--- config.mk ---
export PLATFORM = sky130hd
export DESIGN_NAME = lift_motion_door_sequencer_flat
export DESIGN_NICKNAME = d
export VERILOG_FILES = /design/src/rtl/lift_motion_door_sequencer_if.sv /design/src/rtl/lift_motion_door_sequencer.sv /design/src/flat_wrapper.sv
export SDC_FILE = /design/constraint.sdc
export NUM_CORES = 1
export LEC_CHECK = 0
export ABC_AREA = 0
export BUFFER_PORTS_ARGS = -buffer_cell sky130_fd_sc_hd__buf_2
export CAP_MARGIN = 20
export CORE_MARGIN = 4
export CORE_UTILIZATION = 25
export CTS_CLUSTER_DIAMETER = 200
export DETAILED_ROUTE_END_ITERATION = 8
export GPL_TIMING_DRIVEN = 0
export PLACE_DENSITY = 0.53
export SLEW_MARGIN = 40
export SYNTH_ARGS = -nofsm -noshare
export SYNTH_HDL_FRONTEND = slang
export SYNTH_SLANG_ARGS = --single-unit
export TNS_END_PERCENT = 10
--- constraint.sdc ---
create_clock -name clk -period 4.7 [get_ports clk]
set_input_delay 0.94 -clock clk [delete_from_list [all_inputs] [get_ports clk]]
set_output_delay 0.94 -clock clk [all_outputs]
set_load 0.01 [all_outputs]
--- src/rtl/lift_motion_door_sequencer_if.sv ---
`default_nettype none
// +--------------------------------------------------------------------+
// | lift_motion_door_sequencer_if                                      |
// | ALU-side decision inputs and car/door status outputs of the        |
// | lift motion/door sequencer.                                        |
// | Revision: 1.0                                                      |
// +--------------------------------------------------------------------+
interface lift_motion_door_sequencer_if #(
  parameter int N_FLOORS = 12
);
  localparam int FW = $clog2(N_FLOORS);

  logic                i_motion;
  logic                i_direction;
  logic                i_has_rqst_at_stopped_flr;
  logic                i_door_hold;
  logic [N_FLOORS-1:0] o_flr_pos;
  logic [FW-1:0]       o_curr_flr;
  logic                o_door_open;
  logic [1:0]          o_state;
  logic                o_limit_err;

  modport master (
    output i_motion, i_direction, i_has_rqst_at_stopped_flr, i_door_hold,
    input  o_flr_pos, o_curr_flr, o_door_open, o_state, o_limit_err
  );

  modport slave (
    input  i_motion, i_direction, i_has_rqst_at_stopped_flr, i_door_hold,
    output o_flr_pos, o_curr_flr, o_door_open, o_state, o_limit_err
  );
endinterface
`default_nettype wire

--- src/rtl/lift_motion_door_sequencer.sv ---
`default_nettype none
// +--------------------------------------------------------------------+
// | lift_motion_door_sequencer                                         |
// | Car position, travel timer and door timer sequencer for the lift   |
// | controller. Optional door reversal in CLOSE: DOOR_REOPEN_EN.       |
// | Revision: 1.0                                                      |
// +--------------------------------------------------------------------+
module lift_motion_door_sequencer #(
  parameter int N_FLOORS           = 12,
  parameter int TRAVEL_CYCLES      = 8,
  parameter int DOOR_OPEN_CYCLES   = 16,
  parameter int CLOSE_GUARD_CYCLES = 2
) (
  input  wire                          clk,
  input  wire                          reset,
  lift_motion_door_sequencer_if.slave  bus
);

  localparam int FW    = $clog2(N_FLOORS);
  localparam int MAX_A = (TRAVEL_CYCLES > DOOR_OPEN_CYCLES) ? TRAVEL_CYCLES : DOOR_OPEN_CYCLES;
  localparam int MAX_C = (MAX_A > CLOSE_GUARD_CYCLES) ? MAX_A : CLOSE_GUARD_CYCLES;
  localparam int TW    = (MAX_C > 1) ? $clog2(MAX_C) : 1;

  localparam logic [TW-1:0]       T_TRAVEL = TW'(TRAVEL_CYCLES - 1);
  localparam logic [TW-1:0]       T_OPEN   = TW'(DOOR_OPEN_CYCLES - 1);
  localparam logic [TW-1:0]       T_GUARD  = TW'(CLOSE_GUARD_CYCLES - 1);
  localparam logic [FW-1:0]       TOP_FLR  = FW'(N_FLOORS - 1);
  localparam logic [N_FLOORS-1:0] FLR0_OH  = N_FLOORS'(1);

  typedef enum logic [1:0] {
    ST_IDLE  = 2'd0,
    ST_OPEN  = 2'd1,
    ST_CLOSE = 2'd2,
    ST_MOVE  = 2'd3
  } state_t;

  state_t              state_q,     state_d;
  logic [TW-1:0]       timer_q,     timer_d;
  logic [FW-1:0]       curr_flr_q,  curr_flr_d;
  logic [N_FLOORS-1:0] flr_pos_q,   flr_pos_d;
  logic                door_open_q, door_open_d;
  logic                limit_err_q, limit_err_d;
  logic                dir_q,       dir_d;

  logic                move_legal;
  logic [FW-1:0]       next_flr;

  assign move_legal = bus.i_direction ? (curr_flr_q != TOP_FLR) : (curr_flr_q != '0);
  assign next_flr   = dir_q ? (curr_flr_q + FW'(1)) : (curr_flr_q - FW'(1));

  always_comb begin
    state_d     = state_q;
    timer_d     = timer_q;
    curr_flr_d  = curr_flr_q;
    flr_pos_d   = flr_pos_q;
    door_open_d = door_open_q;
    limit_err_d = 1'b0;
    dir_d       = dir_q;

    case (state_q)
      ST_IDLE: begin
        // A stop at the current floor outranks any motion request.
        if (bus.i_has_rqst_at_stopped_flr) begin
          state_d     = ST_OPEN;
          timer_d     = T_OPEN;
          door_open_d = 1'b1;
        end else if (bus.i_motion) begin
          if (move_legal) begin
            state_d   = ST_MOVE;
            timer_d   = T_TRAVEL;
            dir_d     = bus.i_direction;
            flr_pos_d = '0;
          end else begin
            limit_err_d = 1'b1;
          end
        end
      end

      ST_MOVE: begin
        if (timer_q != '0) begin
          timer_d = timer_q - TW'(1);
        end else begin
          curr_flr_d = next_flr;
          flr_pos_d  = FLR0_OH << next_flr;
          state_d    = ST_IDLE;
        end
      end

      ST_OPEN: begin
        if (bus.i_door_hold) begin
          timer_d = T_OPEN;
        end else if (timer_q == '0) begin
          state_d     = ST_CLOSE;
          timer_d     = T_GUARD;
          door_open_d = 1'b0;
        end else begin
          timer_d = timer_q - TW'(1);
        end
      end

      ST_CLOSE: begin
        // Stop/motion inputs are masked here so the ALU's request-clear
        // pulse is not re-sampled as a fresh stop.
`ifdef DOOR_REOPEN_EN
        if (bus.i_door_hold) begin
          state_d     = ST_OPEN;
          timer_d     = T_OPEN;
          door_open_d = 1'b1;
        end else
`endif
        if (timer_q == '0) begin
          state_d = ST_IDLE;
        end else begin
          timer_d = timer_q - TW'(1);
        end
      end

      default: begin
        state_d = ST_IDLE;
      end
    endcase
  end

  always_ff @(posedge clk) begin
    if (reset) begin
      state_q     <= ST_IDLE;
      timer_q     <= '0;
      curr_flr_q  <= '0;
      flr_pos_q   <= FLR0_OH;
      door_open_q <= 1'b0;
      limit_err_q <= 1'b0;
      dir_q       <= 1'b0;
    end else begin
      state_q     <= state_d;
      timer_q     <= timer_d;
      curr_flr_q  <= curr_flr_d;
      flr_pos_q   <= flr_pos_d;
      door_open_q <= door_open_d;
      limit_err_q <= limit_err_d;
      dir_q       <= dir_d;
    end
  end

  assign bus.o_flr_pos   = flr_pos_q;
  assign bus.o_curr_flr  = curr_flr_q;
  assign bus.o_door_open = door_open_q;
  assign bus.o_state     = state_q;
  assign bus.o_limit_err = limit_err_q;

endmodule
`default_nettype wire
--- src/flat_wrapper.sv ---
// flat-port wrapper written by rule: the top's interface ports become plain ports
module lift_motion_door_sequencer_flat 
#(
  parameter int N_FLOORS           = 12,
  parameter int TRAVEL_CYCLES      = 8,
  parameter int DOOR_OPEN_CYCLES   = 16,
  parameter int CLOSE_GUARD_CYCLES = 2
)
  (clk, reset, bus_i_motion, bus_i_direction, bus_i_has_rqst_at_stopped_flr, bus_i_door_hold, bus_o_flr_pos, bus_o_curr_flr, bus_o_door_open, bus_o_state, bus_o_limit_err);
  lift_motion_door_sequencer_if #(.N_FLOORS(N_FLOORS)) bus_i ();
  input  wire clk;
  input  wire reset;
  input wire logic [$bits(bus_i.i_motion)-1:0] bus_i_motion;
  input wire logic [$bits(bus_i.i_direction)-1:0] bus_i_direction;
  input wire logic [$bits(bus_i.i_has_rqst_at_stopped_flr)-1:0] bus_i_has_rqst_at_stopped_flr;
  input wire logic [$bits(bus_i.i_door_hold)-1:0] bus_i_door_hold;
  output wire logic [$bits(bus_i.o_flr_pos)-1:0] bus_o_flr_pos;
  output wire logic [$bits(bus_i.o_curr_flr)-1:0] bus_o_curr_flr;
  output wire logic [$bits(bus_i.o_door_open)-1:0] bus_o_door_open;
  output wire logic [$bits(bus_i.o_state)-1:0] bus_o_state;
  output wire logic [$bits(bus_i.o_limit_err)-1:0] bus_o_limit_err;
  assign bus_i.i_motion = bus_i_motion;
  assign bus_i.i_direction = bus_i_direction;
  assign bus_i.i_has_rqst_at_stopped_flr = bus_i_has_rqst_at_stopped_flr;
  assign bus_i.i_door_hold = bus_i_door_hold;
  assign bus_o_flr_pos = bus_i.o_flr_pos;
  assign bus_o_curr_flr = bus_i.o_curr_flr;
  assign bus_o_door_open = bus_i.o_door_open;
  assign bus_o_state = bus_i.o_state;
  assign bus_o_limit_err = bus_i.o_limit_err;
  lift_motion_door_sequencer #(.N_FLOORS(N_FLOORS), .TRAVEL_CYCLES(TRAVEL_CYCLES), .DOOR_OPEN_CYCLES(DOOR_OPEN_CYCLES), .CLOSE_GUARD_CYCLES(CLOSE_GUARD_CYCLES)) u_core (.clk(clk), .reset(reset), .bus(bus_i));
endmodule
# --- After elaboration in Yosys (flattened, before gate mapping) ---
# Index checks and enable logic that the tools add are counted.
classes:
  div_mod_pow: 0
  bitwise: 4
  mux: 28
  shift: 1
  order_cmp: 0
  reduce_logical: 13
  add_sub_neg: 3
  eq_ne: 16
  mul: 0
ops:
  columns: ["operator", "count"]
  rows:
  - ["two-way mux 12 bit", 4]
  - ["two-way mux 4 bit", 8]
  - ["one-hot mux 12 bit (2 select lines)", 1]
  - ["one-hot mux 4 bit (4 select lines)", 1]
  - ["two-way mux 2 bit", 7]
  - ["inequality test 2 bit (second input constant)", 6]
  - ["AND reduction 4 bit", 3]
  - ["left shift 1 x 4 -> 12 bit (first input constant)", 1]
  - ["inequality test 2 x 1 -> 1 bit (second input constant)", 4]
  - ["one-hot mux 2 bit (4 select lines)", 1]
  - ["nonzero test 4 bit", 2]
  - ["subtractor 4 x 1 -> 4 bit (second input constant)", 2]
  - ["AND reduction 6 bit", 1]
  - ["two-way mux 1 bit", 5]
  - ["AND reduction 5 bit", 1]
  - ["adder 4 x 1 -> 4 bit (second input constant)", 1]
  - ["== test 2 bit (second input constant)", 2]
  - ["logical NOT 4 bit", 1]
  - ["inequality test 4 bit (second input constant)", 1]
  - ["NOT 1 bit", 4]
  - ["nonzero test 2 bit", 2]
  - ["OR reduction 4 bit", 1]
  - ["inequality test 3 x 2 -> 1 bit (second input constant)", 1]
  - ["inequality test 3 bit (second input constant)", 1]
  - ["4 further kinds", 4]
totals:
  in_bits: 6
  rom_bits: 0
  out_inout_bits: 20
  latchBits: 0
  ram_bits: 0
  register_bits: 25
  n_memories: 0

# --- Logic depth before layout (Yosys ltp) ---
# Gate-level depths: netlist of run 1.
logic_depth:
  ltp_word: 6
  mapped_depth: 7
  depth_no_buf: 7

# --- Least setup slack after synthesis of run 1 ---
# OpenSTA, ideal clock, no wires.
synth_path:
  path_type: "input port to flip-flop"
  from: "input bus_i_has_rqst_at_stopped_flr"
  to: "register u_core.flr_pos_q[3] (netlist: u_core.bus.o_flr_pos[3])"
  setup_slack_ps: 2476
  required_time_ps: 4641
  path_buffers: 1
  setup_ps: 59
  t_arrival_ps: 2165
  stages: 5
  path_cell_list: "or4b_1 clkbuf_1 a21boi_0 nand3_1 a2bb2o_1"
synth_via:
  elab_chain_len: 2
synth_lines:
  columns: ["item", "line", "source"]
  rows:
  - ["from (decl)", "flat_wrapper.sv:15", "input wire logic [$bits(bus_i.i_has_rqst_at_stopped_flr)-1:0] bus_i_has_rqst_at_stopped_flr;"]
  - ["inequality test 2 bit (no source line)", null, null]
  - ["AND reduction 5 bit (no source line)", null, null]
  - ["to (signal assigned)", "lift_motion_door_sequencer.sv:137", "flr_pos_q <= flr_pos_d;"]
  - ["to (decl)", "lift_motion_door_sequencer.sv:40", "logic [N_FLOORS-1:0] flr_pos_q, flr_pos_d;"]
# No other way between the ends.
# A chain may end at the register's enable or synchronous reset.

# --- Final worst setup path of run 1 ---
# Same ends and word-level chain as after synthesis.

==> metrics.txt, run 1 <==
Reg2Reg Launch Point u_core.bus.o_curr_flr[0]; Total GRT Usage 11.2%; total power 0.468 mW; clk_skew 0.00365 ns; Fin. Hold Viols 0; share of layout cells above drive strength 1 23.8%; Post-route DRC 0; GR peak layer met2; wire per inst 14.3 µm; crit start category primary input; Skew-Pair Late Insertion Delay 0.27 ns; unrepaired setup endpoints after global routing false; status completed; Post-Layout Cell Count 242; met2 Use GR 17.8%; mean area per synthesized cell 9.40 µm²; Post-CTS Hold Fix Bufs 0; element type at the critical path end register; die height 81.3 µm; Max FO, Critical Path 6; drt pass-1 iters 4; initial antenna violation count 0; Max Clk Rate 437 MHz; die area 6610 µm²; Max Slew Vio Count 0; Post-synth EDFFs 0; sequential fraction of the synthesis area 37.2%; Cell Count Post-Placement 238; largest net degree at the start of global routing 14; FILL cells 572; clock tree buffer depth 2; vias 1176; WHS 0.468 ns; CTS tree yes; max cap viols 0; post-detail-place hpwl 2550 µm; commonest non-fill, non-tap cell in the layout buf_2; Rows 26; fin area 1610 µm²; GR Layer Usage met3 2.66%; fin nets 188; GR Overflow Total 0; port bufs 25; CP peak stage delay 0.46 ns; Min-Delay Startpoint u_core.bus.o_flr_pos[3]; number of global-route vias before repair 1104; Setup crit start bus_i_has_rqst_at_stopped_flr; die width 81.3 µm; met1 Usage GRT 15.4%; routed vias/inst 4.86; worst path cell trace buf_2 > or4b_1 > clkbuf_1 > a21boi_0 > nand3_1 > a2bb2o_1; Tightest Hold Check Type reg -> reg; worst rel slew slack 56.9%; Most used DFF post-synth dfxtp_1; I/O pin total 26; P_leak 0.634 nW; starting density of the core 26.0%; Core Footprint 5170 µm²; fin worst setup slack 2.41 ns; Synth Instances 143; Placer Congestion 0.742; Antenna Nets Post-Route 0; post-CTS setup buffer count 0; CTS Sinks 25; critical path data required time 4.92 ns; synth warn 0; fin crit share 48.7%; Yosys reg bits 25; Worst EP arrival 2.51 ns; Final Util 31.1%; most frequent cells in the layout 27 x buf_2, 25 x dfxtp_1, 13 x a21oi_1, 10 x nor2_1, 8 x ha_1; sequential cell area 500 µm²; pre-CTS WS 2.14 ns; multi-input logic area 798 µm²; Synth async-reset ratio 0%; Setup TNS Final 0 ns; first-pass GRT wire length 5660 µm; Placed Area 1560 µm²; unique cell type count in the Yosys netlist 46; Slew @ Worst Pin 0.644 ns; Worst-path clk slew 0.09 ns; kind of critical path in -> reg; syn_nets 158; critical path's slowest cell or4b_1; area delta synth->final 19.6%; Ant. Diodes 0; Detailed Route Iter0 Violations 59; fin crit period 2.29 ns; Final setup violation count 0; mapped cell area 1340 µm²; Peak VDD IR 0.000111 V; Clock Root Buffer clkbuf_8; Num CTS Buffers 3; Power Dens Cells 291 nW/µm²; DRT Wirelength 3450 µm; post-CTS sizing 0; H-tree lvl count 1
[where the power goes]
group	leakage, nW	internal [mW]	total (mW)	switching, mW
sequential	0.204	0.222	0.233	0.0112
combinational	0.407	0.0406	0.103	0.0624
clock	0.0228	0.0607	0.132	0.0712
[worst paths after layout]
check	to	slack (ns)	depth (start not counted)
max	u_core.bus.o_flr_pos[3]	2.41	6
min	u_core.bus.o_flr_pos[3]	0.47	1
max reg2reg	u_core.bus.o_flr_pos[3]	2.51	5
min reg2reg	u_core.bus.o_flr_pos[3]	0.47	1
[final cells by class]
class | instances | area share, %
multi-input combinational | 105 | 49.6
tap | 70 | 5.45
timing repair buffer | 25 | 7.78
clock buffer | 4 | 2.80
buffer | 6 | 1.56
sequential | 25 | 31.1
inverter | 7 | 1.63
[synthesized netlist by cell type (2+ instances only)]
cell type / count / area (µm²)
nand2b_1: 2 / 12.5
o211ai_1: 2 / 15.0
o21ai_0: 2 / 10.0
a211oi_1: 3 / 22.5
buf_2: 2 / 10.0
xnor2_1: 4 / 35.0
a21oi_1: 13 / 65.1
inv_1: 7 / 26.3
nor2_1: 10 / 37.5
mux2_2: 2 / 22.5
o2111ai_1: 2 / 17.5
nor3b_1: 4 / 30.0
nand4_1: 2 / 12.5
o31ai_1: 2 / 15.0
a32o_1: 3 / 30.0
clkbuf_1: 4 / 15.0
o2bb2ai_1: 5 / 43.8
dfxtp_1: 25 / 500
ha_1: 8 / 100
nand2_1: 4 / 15.0
nand3_1: 6 / 30.0
nor2b_1: 2 / 12.5
nor3_1: 5 / 25.0
o221a_2: 2 / 22.5
[cell families (layout without fill, tap and decap cells)]
logic type / Yosys count / count (layout) / synth area share (%)
AOI/OAI and AO/OA: 45 / 45 / 26.1
muxes: 3 / 3 / 2.42
xor gates and xnor gates: 5 / 5 / 3.26
adders and majority gates: 9 / 9 / 8.94
and+or+nand+nor: 43 / 43 / 18.2
buffers and inverters: 13 / 42 / 3.82
DFF: 25 / 25 / 37.2
[registers in the layout (all words and copies together), names as in the netlist]
| signal | flops |
|---|---|
| u_core.bus.o_state | 2 |
| u_core.bus.o_limit_err | 1 |
| u_core.bus.o_flr_pos | 12 |
| u_core.bus.o_door_open | 1 |
| u_core.timer_q | 4 |
| u_core.bus.o_curr_flr | 4 |
| u_core.dir_q | 1 |
[metal layers]
| metal | wire length, µm | share of wire, % |
|---|---|---|
| met4 | 19 | 0.55 |
| met2 | 1570 | 45 |
| met3 | 131 | 3.8 |
| met5 | 0 | 0 |
| met1 | 1740 | 50 |
[worst max-delay path: cells and delay by family]
family	cells	cell delay, ns
buffers and inverters	2	0.33
and+or+nand+nor	2	0.61
AOI/OAI and AO/OA	2	0.63
(Power assumes the default switching activity.)
==> run 2, diff against run 1 <==
- ABC_AREA: 0 -> 1
- PLACE_DENSITY: 0.53 -> 0.54
- clock period: 4.7 -> 1.9 ns (I/O delays scaled with it)
==> run 2 against run 1 <==
Against the previous run: sequential share of layout area decreased by 4.9 points; global-route usage is 1.5 points lower; worst setup slack lost 2.3 ns; sequential cell count stayed put; final cell count increased by 38%; total power increased to 5.4 times the previous value; via count grew 21%; area after synthesis grew 19%; clock power up 150%; critical path type is now reg -> reg; critical endpoint unchanged; largest power group is now combinational cells.
==> metrics.txt, run 2 <==
Clock Root Buffer clkbuf_8; max cap viols 0 (unchanged); die width 88.1 µm (+8.3%); P_leak 0.955 nW (+51%); fin crit period 1.76 ns; clock share of power 12.9% (-15 points); crit start category register; Total GRT Usage 9.64% (-1.5 points); FILL cells 679 (+19%); Max Clk Rate 569 MHz; Yosys reg bits 25 (unchanged); first-pass GRT wire length 5900 µm (+4.3%); most frequent cell after synthesis nand2_1; post-detail-place hpwl 2710 µm (+6.3%); switching part of the total power 45.4% (+15 points); critical path's slowest cell fa_1; Core Footprint 6060 µm² (+17%); list of most frequent post-synthesis cells 72 x nand2_1, 36 x nor2_1, 25 x dfxtp_1; fin worst setup slack 0.142 ns (-2.27 ns); CTS Sinks 25 (unchanged); Synth async-reset ratio 0% (unchanged); die height 88.1 µm (+8.3%); worst path cell trace inv_2 > fa_1 > xnor2_2 > inv_2 > nor2_1 > nand2_1 > nand3_2 > nand2_1 > nor2_1; Tightest Hold Check Type in -> reg; Setup TNS Final 0 ns (unchanged); multi-input logic area 996 µm² (+25%); CP peak stage delay 0.41 ns (-0.05 ns); Peak VDD IR 0.000502 V (+350%); Synth area leaders dfxtp_1 31%, nand2_1 17%, nor2_1 8.4%; sequential share of power 32.0% (-18 points); drt pass-1 iters 4 (unchanged); clk_skew 0.00960 ns (+0.00595 ns); starting density of the core 26.4% (+0.47 points); routed vias/inst 4.27 (-12%); Worst-path clk slew 0.10 ns (about the same); Post-route DRC 0 (unchanged); Post-Layout Cell Count 334 (+38%); critical path data required time 2.11 ns (-2.81 ns); element type at the critical path end register; H-tree lvl count 1 (unchanged); sequential fraction of the synthesis area 31.2% (-6.0 points); kind of critical path reg -> reg; fin area 1910 µm² (+19%); fin nets 275 (+46%); die area 7760 µm² (+17%); Logic pwr share 55.0% (+33 points); Placer Congestion 0.785 (+5.8%); Final Util 31.5% (+0.42 points); Ant. Diodes 0 (unchanged); most frequent cells in the layout 71 x nand2_1, 35 x nor2_1, 26 x buf_2, 25 x dfxtp_1, 18 x inv_1; Cell Count Post-Placement 329 (+38%); Most used DFF post-synth dfxtp_1; I/O pin total 26 (unchanged); sequential cell area 500 µm² (unchanged); mean area per synthesized cell 7.00 µm² (-26%); Num CTS Buffers 3 (unchanged); unique cell type count in the Yosys netlist 29 (-37%); number of global-route vias before repair 1301 (+18%); cell internal pwr 1.38 mW (+330%); Max Slew Vio Count 0 (unchanged); Synth area leader dfxtp_1; number of flip-flops in the largest register 12 (unchanged); Skew-Pair Late Insertion Delay 0.27 ns (about the same); Fin. Hold Viols 0 (unchanged); mapped cell area 1600 µm² (+19%); Post-CTS Hold Fix Bufs 0 (unchanged); Synth Instances 229 (+60%); area delta synth->final 19.1%; Antenna Nets Post-Route 0 (unchanged); status completed; clock tree buffer depth 2 (unchanged); largest net degree at the start of global routing 15 (+1); wire per inst 10.4 µm (-27%); pre-CTS WS 0.0474 ns (-2.09 ns); post-synth top area share 31.2% (-6.0 points); Placed Area 1820 µm² (+17%); Psw 1.15 mW (+690%); Detailed Route Iter0 Violations 53 (-10%); Slew @ Worst Pin 0.475 ns (-0.169 ns); Post-synth EDFFs 0 (unchanged); CTS tree yes; Power Dens Cells 1320 nW/µm² (+350%); unrepaired setup endpoints after global routing false; DRT Wirelength 3480 µm (+0.67%); syn_nets 244 (+54%); Worst EP arrival 1.97 ns (-0.54 ns); Max FO, Critical Path 5 (-1); total power 2.53 mW (+440%); commonest non-fill, non-tap cell in the layout nand2_1; worst rel slew slack 68.4% (+11 points); WHS 0.334 ns (-0.134 ns); Rows 28 (+7.7%); Final setup violation count 0 (unchanged); initial antenna violation count 0 (unchanged); fin crit share 92.5%; vias 1426 (+21%); share of layout cells above drive strength 1 24.3% (+0.49 points); synth warn 0 (unchanged); port bufs 25 (unchanged); GR Overflow Total 0 (unchanged)
run 2: cell type report:
type,count,area share [%]
Sequential cell,25,26.2
Timing Repair Buffer,26,6.95
Multi-Input combinational cell,176,52.2
Clock inverter,1,0.262
Clock buffer,3,2.16
Tap cell,75,4.91
Buffer,4,2.29
Inverter,24,5.05
run 2: per-layer routing:
layer | vias to the layer above | track usage [%] | share of wire (%)
met4 | 0 | 2.88 | 0.69
li1 | 780 | - | -
met1 | 623 | 12.2 | 48
met2 | 21 | 16.2 | 47
met3 | 2 | 2.45 | 4.6
met5 | - | 0 | 0
run 2: logic make-up (layout without fill, tap and decap cells):
family          after synthesis  after routing  synth area share [%]
simple gates                141            141                  42.5
compound gates               25             25                  8.98
fa+ha+maj                     9              9                  7.49
buf+inv                      28             58                  8.74
flops                        25             25                  31.2
xor+xnor                      1              1                  1.02
run 2: repair_timing:
| item | 4_1_cts | 5_1_grt |
|---|---|---|
| endpoints found under the setup margin | 0 | 13 |
| gates resized for setup | 0 | 7 |
| setup buffers | 0 | 1 |
run 2: final timing paths:
kind | from | to | slack, ns | cells past startpoint
min | reset | u_core.bus.o_curr_flr[2] | 0.33 | 2
max reg2reg | u_core.dir_q | u_core.bus.o_flr_pos[3] | 0.14 | 9
max | u_core.dir_q | u_core.bus.o_flr_pos[3] | 0.14 | 9
min reg2reg | u_core.bus.o_flr_pos[0] | u_core.bus.o_flr_pos[0] | 0.48 | 2
run 2: critical path, delay by kind of cell (launching register included):
family / cells / cell delay [ns]
buf+inv: 2 / 0.21
fa+ha+maj: 1 / 0.41
xor+xnor: 1 / 0.26
simple gates: 5 / 0.42
flops: 1 / 0.40
run 2: power groups by stage:
stage | Sequential [mW] | Clock, mW | Combinational (mW)
CTS | 0.809 | 0.350 | 1.39
finish | 0.809 | 0.327 | 1.39
detailed placement | 0.821 | 0 | 1.39
global route | 0.831 | 0.367 | 1.60
floorplan | 0.871 | 0 | 1.00
global placement | 0.822 | 0 | 1.37
==> run 3, diff against run 2 <==
- RECOVER_POWER: default -> 50
- REMOVE_ABC_BUFFERS: default -> 1
==> run 3 against run 2 <==
Against the previous run: sequential share of layout area grew 1.3 points; largest cell class unchanged; register-to-register slack gained 0.03 ns; critical endpoint is now u_core.bus.o_flr_pos[10]; critical path type unchanged; combinational power is 8% lower.
==> metrics.txt, run 3 (synthesis gave the netlist of run 2 again) <==
P_leak 0.863 nW (-9.7%); most frequent cells in the layout 71 x nand2_1, 35 x nor2_1, 24 x dfxtp_1, 19 x inv_1, 19 x clkbuf_1; clk_skew 0.00355 ns (-0.00605 ns); routed vias/inst 4.35 (+2.0%); clock tree buffer depth 2 (unchanged); first-pass GRT wire length 6160 µm (+4.4%); Clock Root Buffer clkbuf_8; crit start category register; number of flip-flops in the largest register 12 (unchanged); Max Clk Rate 578 MHz (+1.5%); number of global-route vias before repair 1373 (+5.5%); Worst EP arrival 1.95 ns (-0.02 ns); FILL cells 680 (+0.15%); multi-input logic area 966 µm² (-3.0%); die width 88.1 µm (unchanged); GR Overflow Total 0 (unchanged); Worst R2R Path Depth 8 (-1); largest net degree at the start of global routing 21 (+6); fin crit period 1.73 ns (-0.0266 ns); unrepaired setup endpoints after global routing true; drt pass-1 iters 4 (unchanged); I/O pin total 26 (unchanged); Max FO, Critical Path 5 (unchanged); Post-CTS Hold Fix Bufs 0 (unchanged); Ant. Diodes 0 (unchanged); port bufs 25 (unchanged); Core Footprint 6060 µm² (unchanged); fin crit share 91.1% (-1.4 points); initial antenna violation count 0 (unchanged); Cell Count Post-Placement 325 (-1.2%); critical path's slowest cell fa_1; Tightest Hold Check Type in -> reg; fin nets 272 (-1.1%); die height 88.1 µm (unchanged); Power Dens Cells 1330 nW/µm² (+0.41%); Post-route DRC 0 (unchanged); critical path data required time 2.12 ns (about the same); starting density of the core 26.4% (unchanged); Skew-Pair Late Insertion Delay 0.28 ns (about the same); DRT Wirelength 3490 µm (+0.35%); total power 2.42 mW (-4.3%); Post-Layout Cell Count 331 (-0.90%); CTS tree yes; area delta synth->final 13.6%; Hold Crit Depth 3 (+1); wire per inst 10.5 µm (+1.3%); worst rel slew slack 58.1% (-10 points); share of layout cells above drive strength 1 15.6% (-8.7 points); fin area 1820 µm² (-4.7%); Worst-path clk slew 0.10 ns (about the same); Final setup violation count 0 (unchanged); Total GRT Usage 9.86% (+0.22 points); Rows 28 (unchanged); Fin. Hold Viols 0 (unchanged); status completed; vias 1441 (+1.1%); Placed Area 1780 µm² (-2.4%); worst path cell trace inv_1 > fa_1 > xnor2_2 > inv_2 > nor2_1 > and2_1 > nor2_1 > nor2_1; commonest non-fill, non-tap cell in the layout nand2_1; crit-path most repeated cell nor2_1; Num CTS Buffers 3 (unchanged); Max Slew Vio Count 0 (unchanged); Detailed Route Iter0 Violations 112 (+110%); H-tree lvl count 1 (unchanged); post-detail-place hpwl 2620 µm (-3.3%); sequential cell area 502 µm² (+0.25%); max cap viols 0 (unchanged); Antenna Nets Post-Route 0 (unchanged); CTS Sinks 25 (unchanged); die area 7760 µm² (unchanged); Placer Congestion 0.806 (+2.7%); CP peak stage delay 0.42 ns (about the same); Peak VDD IR 0.000444 V (-12%); Slew @ Worst Pin 0.628 ns (+0.153 ns); kind of critical path reg -> reg; element type at the critical path end register
-- run 3: cell types whose count changed in the layout (fill, tap and decap cells not counted), moves of 2 or more --
cell / change
buf_2: -20
ha_4: -2
clkbuf_1: +18
ha_1: +2
-- run 3: cell type report --
type                       instances  area share (%)
clock buffer                       3            2.27
multi-input combinational        176            53.1
tap                               75            5.15
sequential                        25            27.6
clock inverter                     1           0.275
timing repair buffer              27            6.39
inverter                          24            5.29
-- run 3: metrics by stage --
| step | setup TNS [ns] | hold slack (ns) | utilization, % | setup slack (ns) |
|---|---|---|---|---|
| 2_1_floorplan | 0 | 0.449 | - | 0.243 |
| 3_3_place_gp | 0 | 0.469 | 29.3 | 0.0452 |
| 3_5_place_dp | 0 | 0.473 | 29.3 | 0.0276 |
| 4_1_cts | 0 | 0.345 | 30.1 | 0.000246 |
| 5_1_grt | -0.0501 | 0.382 | 30.0 | -0.0469 |
| 6_report | 0 | 0.374 | 30.0 | 0.169 |
-- run 3: metal layers --
metal  vias to the layer above  GRT usage (%)  routed length [µm]
met3                         4           1.98                 145
li1                        774              -                   -
met1                       638           13.5                1800
met5                         -              0                   0
met4                         0           2.88                  42
met2                        25           15.7                1500
-- run 3: final timing paths --
check                              start                        to  slack [ns]
setup / recovery            u_core.dir_q  u_core.bus.o_flr_pos[10]        0.17
hold / removal              bus_i_motion    u_core.bus.o_limit_err        0.37
setup reg to reg            u_core.dir_q  u_core.bus.o_flr_pos[10]        0.17
hold reg to reg   u_core.bus.o_door_open    u_core.bus.o_door_open        0.49
-- run 3: what timing repair did --
| item | 4_1_cts | 5_1_grt |
|---|---|---|
| setup buffers | 0 | 2 |
| resized for setup | 0 | 6 |
| setup endpoints to repair | 0 | 12 |
-- run 3: power breakdown --
group          internal (mW)  total (mW)  switching (mW)
Combinational          0.437        1.28           0.838
Clock                  0.147       0.335           0.188
Sequential             0.690       0.808           0.118
Total                   1.27        2.42            1.14
-- run 3: worst max-delay path: cells and delay by family, from the launching register on --
| kind | cells | cell delay [ns] |
|---|---|---|
| adders and majority gates | 1 | 0.42 |
| and+or+nand+nor | 4 | 0.42 |
| DFF | 1 | 0.38 |
| xor gates and xnor gates | 1 | 0.24 |
| buffers and inverters | 2 | 0.22 |
